$ cat config.mk
export PLATFORM = sky130hd
export DESIGN_NAME = step_controller
export DESIGN_NICKNAME = d
export VERILOG_FILES = /design/src/rtl/step_pkg.sv /design/src/rtl/debouncer.sv /design/src/rtl/step_controller.sv
export SDC_FILE = /design/constraint.sdc
export NUM_CORES = 1
export LEC_CHECK = 0
export CAP_MARGIN = 0
export CORE_ASPECT_RATIO = 1.4
export CORE_MARGIN = 5
export CORE_UTILIZATION = 50
export CTS_BUF_LIST = sky130_fd_sc_hd__clkbuf_8
export DETAILED_ROUTE_END_ITERATION = 10
export PLACE_DENSITY_LB_ADDON = 0.1
export SYNTH_ARGS = -nofsm -noshare
export SYNTH_HDL_FRONTEND = slang
export SYNTH_SLANG_ARGS = --single-unit
$ cat constraint.sdc
create_clock -name clk_in -period 4.4 [get_ports clk_in]
set_input_delay 1.1 -clock clk_in [delete_from_list [all_inputs] [get_ports clk_in]]
set_output_delay 1.1 -clock clk_in [all_outputs]
set_load 0.02 [all_outputs]
$ cat src/rtl/step_pkg.sv
// step_controller shared types: FSM state encoding
// and the raw mode switch encodings.
package step_pkg;

  typedef enum logic [1:0] {
    HALTED   = 2'b00,
    STEP     = 2'b01,
    RUN_SLOW = 2'b10,
    RUN_FAST = 2'b11
  } state_t;

  localparam logic [1:0] MODE_HALT = 2'b00;
  localparam logic [1:0] MODE_STEP = 2'b01;
  localparam logic [1:0] MODE_SLOW = 2'b10;
  localparam logic [1:0] MODE_FAST = 2'b11;

endpackage

$ cat src/rtl/debouncer.sv
// Level debouncer: accepts a new level only after it
// has held for DEBOUNCE_CYCLES consecutive cycles.
module debouncer #(
  parameter int DEBOUNCE_CYCLES = 1_000_000
) (
  input  logic clk_in,
  input  logic rst_n,
  input  logic raw,
  output logic stable
);

  localparam int CW =
    ($clog2(DEBOUNCE_CYCLES) < 1) ? 1 :
    $clog2(DEBOUNCE_CYCLES);
  localparam logic [CW-1:0] LAST =
    CW'(DEBOUNCE_CYCLES - 1);

  logic [CW-1:0] cnt;

  always_ff @(posedge clk_in or negedge rst_n) begin
    if (!rst_n) begin
      stable <= 1'b1;
      cnt    <= '0;
    end else if (raw == stable) begin
      cnt <= '0;
    end else if (cnt == LAST) begin
      stable <= raw;
      cnt    <= '0;
    end else begin
      cnt <= cnt + 1'b1;
    end
  end

endmodule

$ cat src/rtl/step_controller.sv
// CPU clock-enable controller: halt / single-step /
// slow-run / fast-run, with halt latch and step counter.
module step_controller
  import step_pkg::*;
#(
  parameter int DEBOUNCE_CYCLES = 1_000_000,
  parameter int CNT_W           = 32
) (
  input  logic             clk_in,
  input  logic             rst_n,
  input  logic             slow_clk,
  input  logic             step_btn_n,
  input  logic [1:0]       mode_sw,
  input  logic             halt_req,
  output logic             cpu_en,
  output logic [CNT_W-1:0] step_count,
  output logic [1:0]       state
);

  logic [1:0] btn_sync;
  logic [1:0] mode_s1;
  logic [1:0] mode_s2;
  logic       btn_db;
  logic       btn_db_q;
  logic       slow_q;
  logic       halt_q;
  state_t     state_q;

  logic press;
  logic tick;
  logic fire;
  logic halt_next;

  always_ff @(posedge clk_in or negedge rst_n) begin
    if (!rst_n) begin
      btn_sync <= 2'b11;
      mode_s1  <= MODE_HALT;
      mode_s2  <= MODE_HALT;
    end else begin
      btn_sync <= {btn_sync[0], step_btn_n};
      mode_s1  <= mode_sw;
      mode_s2  <= mode_s1;
    end
  end

  debouncer #(
    .DEBOUNCE_CYCLES(DEBOUNCE_CYCLES)
  ) u_debouncer (
    .clk_in (clk_in),
    .rst_n  (rst_n),
    .raw    (btn_sync[1]),
    .stable (btn_db)
  );

  assign press = btn_db_q & ~btn_db;
  assign tick  = slow_clk & ~slow_q;

  // Enable is judged against the current (old) state.
  always_comb begin
    fire = 1'b0;
    unique case (1'b1)
      state_q == STEP:     fire = press;
      state_q == RUN_SLOW: fire = tick;
      state_q == RUN_FAST: fire = 1'b1;
      default:             fire = 1'b0;
    endcase
    if (halt_req || halt_q) fire = 1'b0;
  end

  assign halt_next = halt_req |
    (halt_q & (mode_s2 != MODE_HALT));

  always_ff @(posedge clk_in or negedge rst_n) begin
    if (!rst_n) begin
      btn_db_q   <= 1'b1;
      slow_q     <= 1'b0;
      halt_q     <= 1'b0;
      state_q    <= HALTED;
      cpu_en     <= 1'b0;
      step_count <= '0;
    end else begin
      btn_db_q   <= btn_db;
      slow_q     <= slow_clk;
      halt_q     <= halt_next;
      state_q    <= halt_next ? HALTED
                              : state_t'(mode_s2);
      cpu_en     <= fire;
      step_count <= step_count + CNT_W'(fire);
    end
  end

  assign state = state_q;

endmodule

## Word level (Yosys, flattened, before mapping)

Cells that the tools add are included.

| storage, ports and cells | value |
|---|---|
| bits in registers | 65 |
| bits of input ports | 7 |
| output and inout bits | 35 |
| word-level logic and storage cells | 33 |

| operators by class | value |
|---|---|
| add/sub/neg operators | 2 |
| eq/ne operators | 5 |
| mux-type cells | 5 |
| bitwise operators | 7 |
| reductions and logical operators | 3 |

Operators with widths:

| kind | number |
|---|---|
| 20-bit two-way mux | 2 |
| 32-bit by 1-bit adder with 32-bit output | 1 |
| 20-bit by 1-bit adder with 20-bit output, second input constant | 1 |
| 20-bit == test, second input constant | 1 |
| 2-bit == test, second input constant | 2 |
| 1-bit AND | 3 |
| 1-bit NOT | 3 |
| 1-bit case mux with 3 select lines | 1 |
| 2-bit by 1-bit == test with 1-bit output, second input constant | 1 |
| 2-bit two-way mux | 1 |
| 2-bit AND reduction | 1 |
| 2-bit nonzero test | 1 |
| 1-bit == test | 1 |
| 1-bit logical OR | 1 |
| 1-bit two-way mux | 1 |
| 1-bit bitwise OR | 1 |

## Depth between registers and ports, before layout

| depth | value |
|---|---|
| depth in word-level cells | 5 |
| gate-level depth with buffers | 9 |
| mapped depth without buffers | 9 |

## By module

Synthesis repeated with hierarchy kept, for this count alone.

| unflattened totals | value |
|---|---|
| cell total of the unflattened synthesis | 245 |
| area total of the unflattened synthesis | 2,840.2 sq um |

By module, submodules not included:

| module | times used | cells an instance | area an instance (sq um) | seq. area each (sq um) |
|---|---|---|---|---|
| step_controller | 1 | 139 | 1,774.2 | 1,104.8 |
| debouncer | 1 | 106 | 1,066.0 | 526.8 |

## Worst setup path before layout

OpenSTA, ideal clock, no wires.

| timing path | value |
|---|---|
| kind | input to register |
| start | in slow_clk |
| end | reg step_count[26] |
| library setup time | 0.131 ns |
| data arrival time | 3.046 ns |
| required time | 4.269 ns |
| slack | 1.222 ns |
| stages | 8 |
| path buffers | 0 |
| cells stage by stage | a21oi_1 -> nor4_1 -> ha_1 -> ha_1 -> and4_1 -> nor4b_2 -> nand4_1 -> xnor2_1 |

| between the ends | value |
|---|---|
| cells in the longest elaborated chain, start to end | 4 |

RTL lines:

| element | RTL line | source |
|---|---|---|
| start, declared | step_controller.sv:11 | `input logic slow_clk,` |
| 1-bit AND | step_controller.sv:56 | `assign tick = slow_clk & ~slow_q;` |
| 1-bit case mux with 3 select lines | step_controller.sv:61 | `unique case (1'b1)` |
| 1-bit two-way mux | step_controller.sv:67 | `if (halt_req \|\| halt_q) fire = 1'b0;` |
| via fire | step_controller.sv:31 | `logic fire;` |
| 32-bit by 1-bit adder with 32-bit output | step_controller.sv:88 | `step_count <= step_count + CNT_W'(fire);` |
| end signal, assigned | step_controller.sv:88 |  |
| end, declared | step_controller.sv:16 | `output logic [CNT_W-1:0] step_count,` |

The timed path passes the listed nets, and every way through them passes these cells.
A chain may end at the register's enable or synchronous reset.

## Final worst setup path

| timing path | value |
|---|---|
| start | in slow_clk |
| end | reg step_count[24] |

Same word-level chain as after synthesis.

==> metrics.txt <==
FMAX=about 300 MHz; RePlAce Congestion=roughly 0.8; synth warn=0; GRT Total Usage=between 10% and 20%; Final Routed Wirelength=5.510 mm; layout cells sized above 1=10.29%; Chip Height=between 90 and 100 um; CTS tree=done; clk_skew=about 0.011 ns; Arrival @ worst endpoint=between 3 and 4 ns; Top FF cell, synth=dfrtp_1; DR top layer=met4; Area growth, synth to finish=24.90%; PortBufs=about 40; type of the worst min-delay path=flip-flop to flip-flop; number of clock sinks=65; filler instances=468; cell total after placement=between 300 and 400; Power Dens Cells=between 300 and 400 mW/mm2; Slowest-stage cell, CP=clkdlybuf4s50_1; RSZ-0062 raised after global routing=false; DRT antenna net count=0; Critical Path Sink Type=flip-flop; DRC viols=0; final setup fails=0; fin crit share=roughly three quarters; Non-Filler Instances=about 380; CTS buffer count=9; #FFs+latches synth=65; cell mode on critical path=ha_1; Longest Clk Path Bufs=2; DR WL/cell=between 10 and 15 um; wire length on met3=223 um; Placeable Area=between 0.005 and 0.006 mm2; delay-heaviest family, CP=simple AND/OR/NAND/NOR gates; htree depth=3; Hold Vio Cnt, Final=0; sequential cell area fraction in the yosys report=a little under three fifths; largest net degree at the start of global routing=38; Worst Path Required=approximately 4.6 ns; starting density of the core=51.29%; # rows=32; Post-Route Setup TNS=0 ns; highest net fanout along the worst path=10; Slew @ Worst Pin=about 1.1 ns; slew margin rel.=approximately 30%; Synth Net Count=around 270; setup repair bufs after CTS=0; worst vdd ir=0.2296 mV; first-pass GRT wire length=approximately 10 mm; grt ovf=0; outcome=finished clean; DP Wirelength=approximately 3.8 mm; initial antenna violation count=0; critical path type=input pin to flip-flop; post-synthesis cell count=roughly 260; post_cts resized=0; worst slack at placement=0.7426 ns; Post-synth EDFFs=0; DIE WIDTH=between 70 and 80 um; NumNets Final=317; sequence of cells on the critical path=clkdlybuf4s50_1 > a21oi_1 > nor4_1 > ha_1 > ha_1 > and4_1 > nor4b_2 > buf_4 > nand4_1 > xnor2_1; startpoint types=input pin; Detailed Routing Iterations Pass 1=4; final worst path period need=3.324 ns; n_diodes=0; met1 wire length=between 2 and 2.5 mm; Max Slew Vio Count=0; synthesized area per cell=roughly 11 um2; Post-Syn Area=0.002834 mm2; vias in the first global route=2178; io pins=42; Buf/Inv on CP=2; final worst slack=~1.1 ns; Crit path largest cell delay=0.48 ns; via count=2074; CTS root buffer=clkbuf_8; max_cap viols=0; count of cell types in the netlist=31; Clock Latency Late Sink=0.34 ns; Hold WS=0.3503 ns; Avg Vias per Cell=between 5 and 6; Util after Layout=between 60% and 70%; DR iter-0 viols=a little over 100; FFs w/ async S/R, synth=between 90% and 100%; met2 routed wirelength=~2.7 mm; Leakage Power=0.001421 uW; CTS Hold Bufs=0; die area=about 0.0073 mm2; Clk pin slew, worst setup/hold paths=~0.070 ns
## layout by cell type (no fill, tap or decap)
cell	netlist	routed
and4_1	2	2
clkinvlp_4	0	3
o31ai_1	3	3
or4_1	4	4
o31ai_4	1	1
nand3_1	15	15
or4_4	1	1
or2_2	2	2
nor3_1	8	8
o21ai_0	4	4
nand2_1	16	16
nor3b_1	2	2
buf_2	2	1
nor4b_1	1	1
dfrtp_1	61	61
buf_4	0	3
a31oi_1	1	1
mux2_2	1	1
clkinv_2	0	1
clkdlybuf4s50_1	0	40
inv_6	0	1
or3_1	3	3
xnor2_1	37	37
nor2_1	21	21
ha_1	4	4
nor4_1	5	4
nand3_2	1	1
bufinv_16	0	1
nor4b_2	1	1
nor4_2	0	1
inv_1	13	13
xor2_1	6	6
and3_1	4	4
dfstp_2	4	4
clkbuf_8	0	10
nand4_1	22	22
a21oi_1	7	7
nand2b_1	1	1
## metrics by stage
| stage | cell area [um2] | total power, uW |
|---|---|---|
| after floorplan | 2834 | 633.0 |
| after global placement | 3336 | 656.2 |
| after detailed placement | 3336 | 656.8 |
| after CTS | 3540 | 1171 |
| after global routing | 3540 | 1200 |
| final | 3540 | 1158 |
## flip-flops by register name (all words and copies together) (netlist names)
name	count
cpu_en	1
btn_db_q	1
u_debouncer.stable	1
slow_q	1
mode_s1	2
state	2
u_debouncer.cnt	20
halt_q	1
btn_sync	2
mode_s2	2
step_count	32
## final timing paths
check                           start  slack [ns]  depth (start not counted)                   to
setup / recovery             slow_clk        1.08                         10       step_count[24]
hold / removal             mode_s1[0]        0.35                          0           mode_s2[0]
setup reg to reg             btn_db_q        1.85                          9       step_count[24]
hold reg to reg            mode_s1[0]        0.35                          0           mode_s2[0]
max in group asynchronous       rst_n        2.66                          2          btn_sync[0]
min in group asynchronous       rst_n        0.84                          1  u_debouncer.cnt[15]
## cells by family after synthesis
logic type,share of synthesized area [%]
fa+ha+maj,1.766
compound gates,3.709
xor+xnor,13.29
simple gates,20.93
mux,0.3973
buf+inv,2.340
flops,57.57
## Yosys cell counts, types with 2 or more instances
| library cell | n | area [um2] |
|---|---|---|
| nand4_1 | 22 | 137.6 |
| clkbuf_1 | 2 | 7.510 |
| and4_1 | 2 | 17.52 |
| and3_1 | 4 | 25.02 |
| xor2_1 | 6 | 52.55 |
| xnor2_1 | 37 | 324.1 |
| nor3b_1 | 2 | 15.01 |
| o31ai_1 | 3 | 22.52 |
| dfstp_2 | 4 | 105.1 |
| or3_1 | 3 | 18.77 |
| buf_2 | 2 | 10.01 |
| o21ai_0 | 4 | 20.02 |
| ha_1 | 4 | 50.05 |
| or4_1 | 4 | 30.03 |
| a21oi_1 | 7 | 35.03 |
| nor2_1 | 21 | 78.83 |
| or2_2 | 2 | 12.51 |
| nor3_1 | 8 | 40.04 |
| inv_1 | 13 | 48.80 |
| nand3_1 | 15 | 75.07 |
| dfrtp_1 | 61 | 1526 |
| nand2_1 | 16 | 60.06 |
| nor4_1 | 5 | 31.28 |
## where the power goes
part           leakage [uW]  internal [uW]  switching, uW
Sequential         0.000865            606           5.57
Clock             0.0000949            278            237
Combinational      0.000461           11.7           20.8
Total               0.00142            895            263
## routing by layer
metal	vias to the layer above	track usage [%]
met4	0	7.950
met5	-	0
met3	11	4.388
li1	991	-
met2	47	27.60
met1	1025	22.34
## cell type report
cell class / count / area, um2 / area share (%)
clock inverters: 6 / 66.31 / 1.873
multi-input cells: 173 / 1142 / 32.27
inverters: 13 / 48.80 / 1.379
flip-flops and latches: 65 / 1632 / 46.09
repair buffers: 44 / 427.9 / 12.09
clock buffers: 10 / 137.6 / 3.888
well taps: 68 / 85.08 / 2.404
Note: power is estimated with default switching activity, not from simulation.
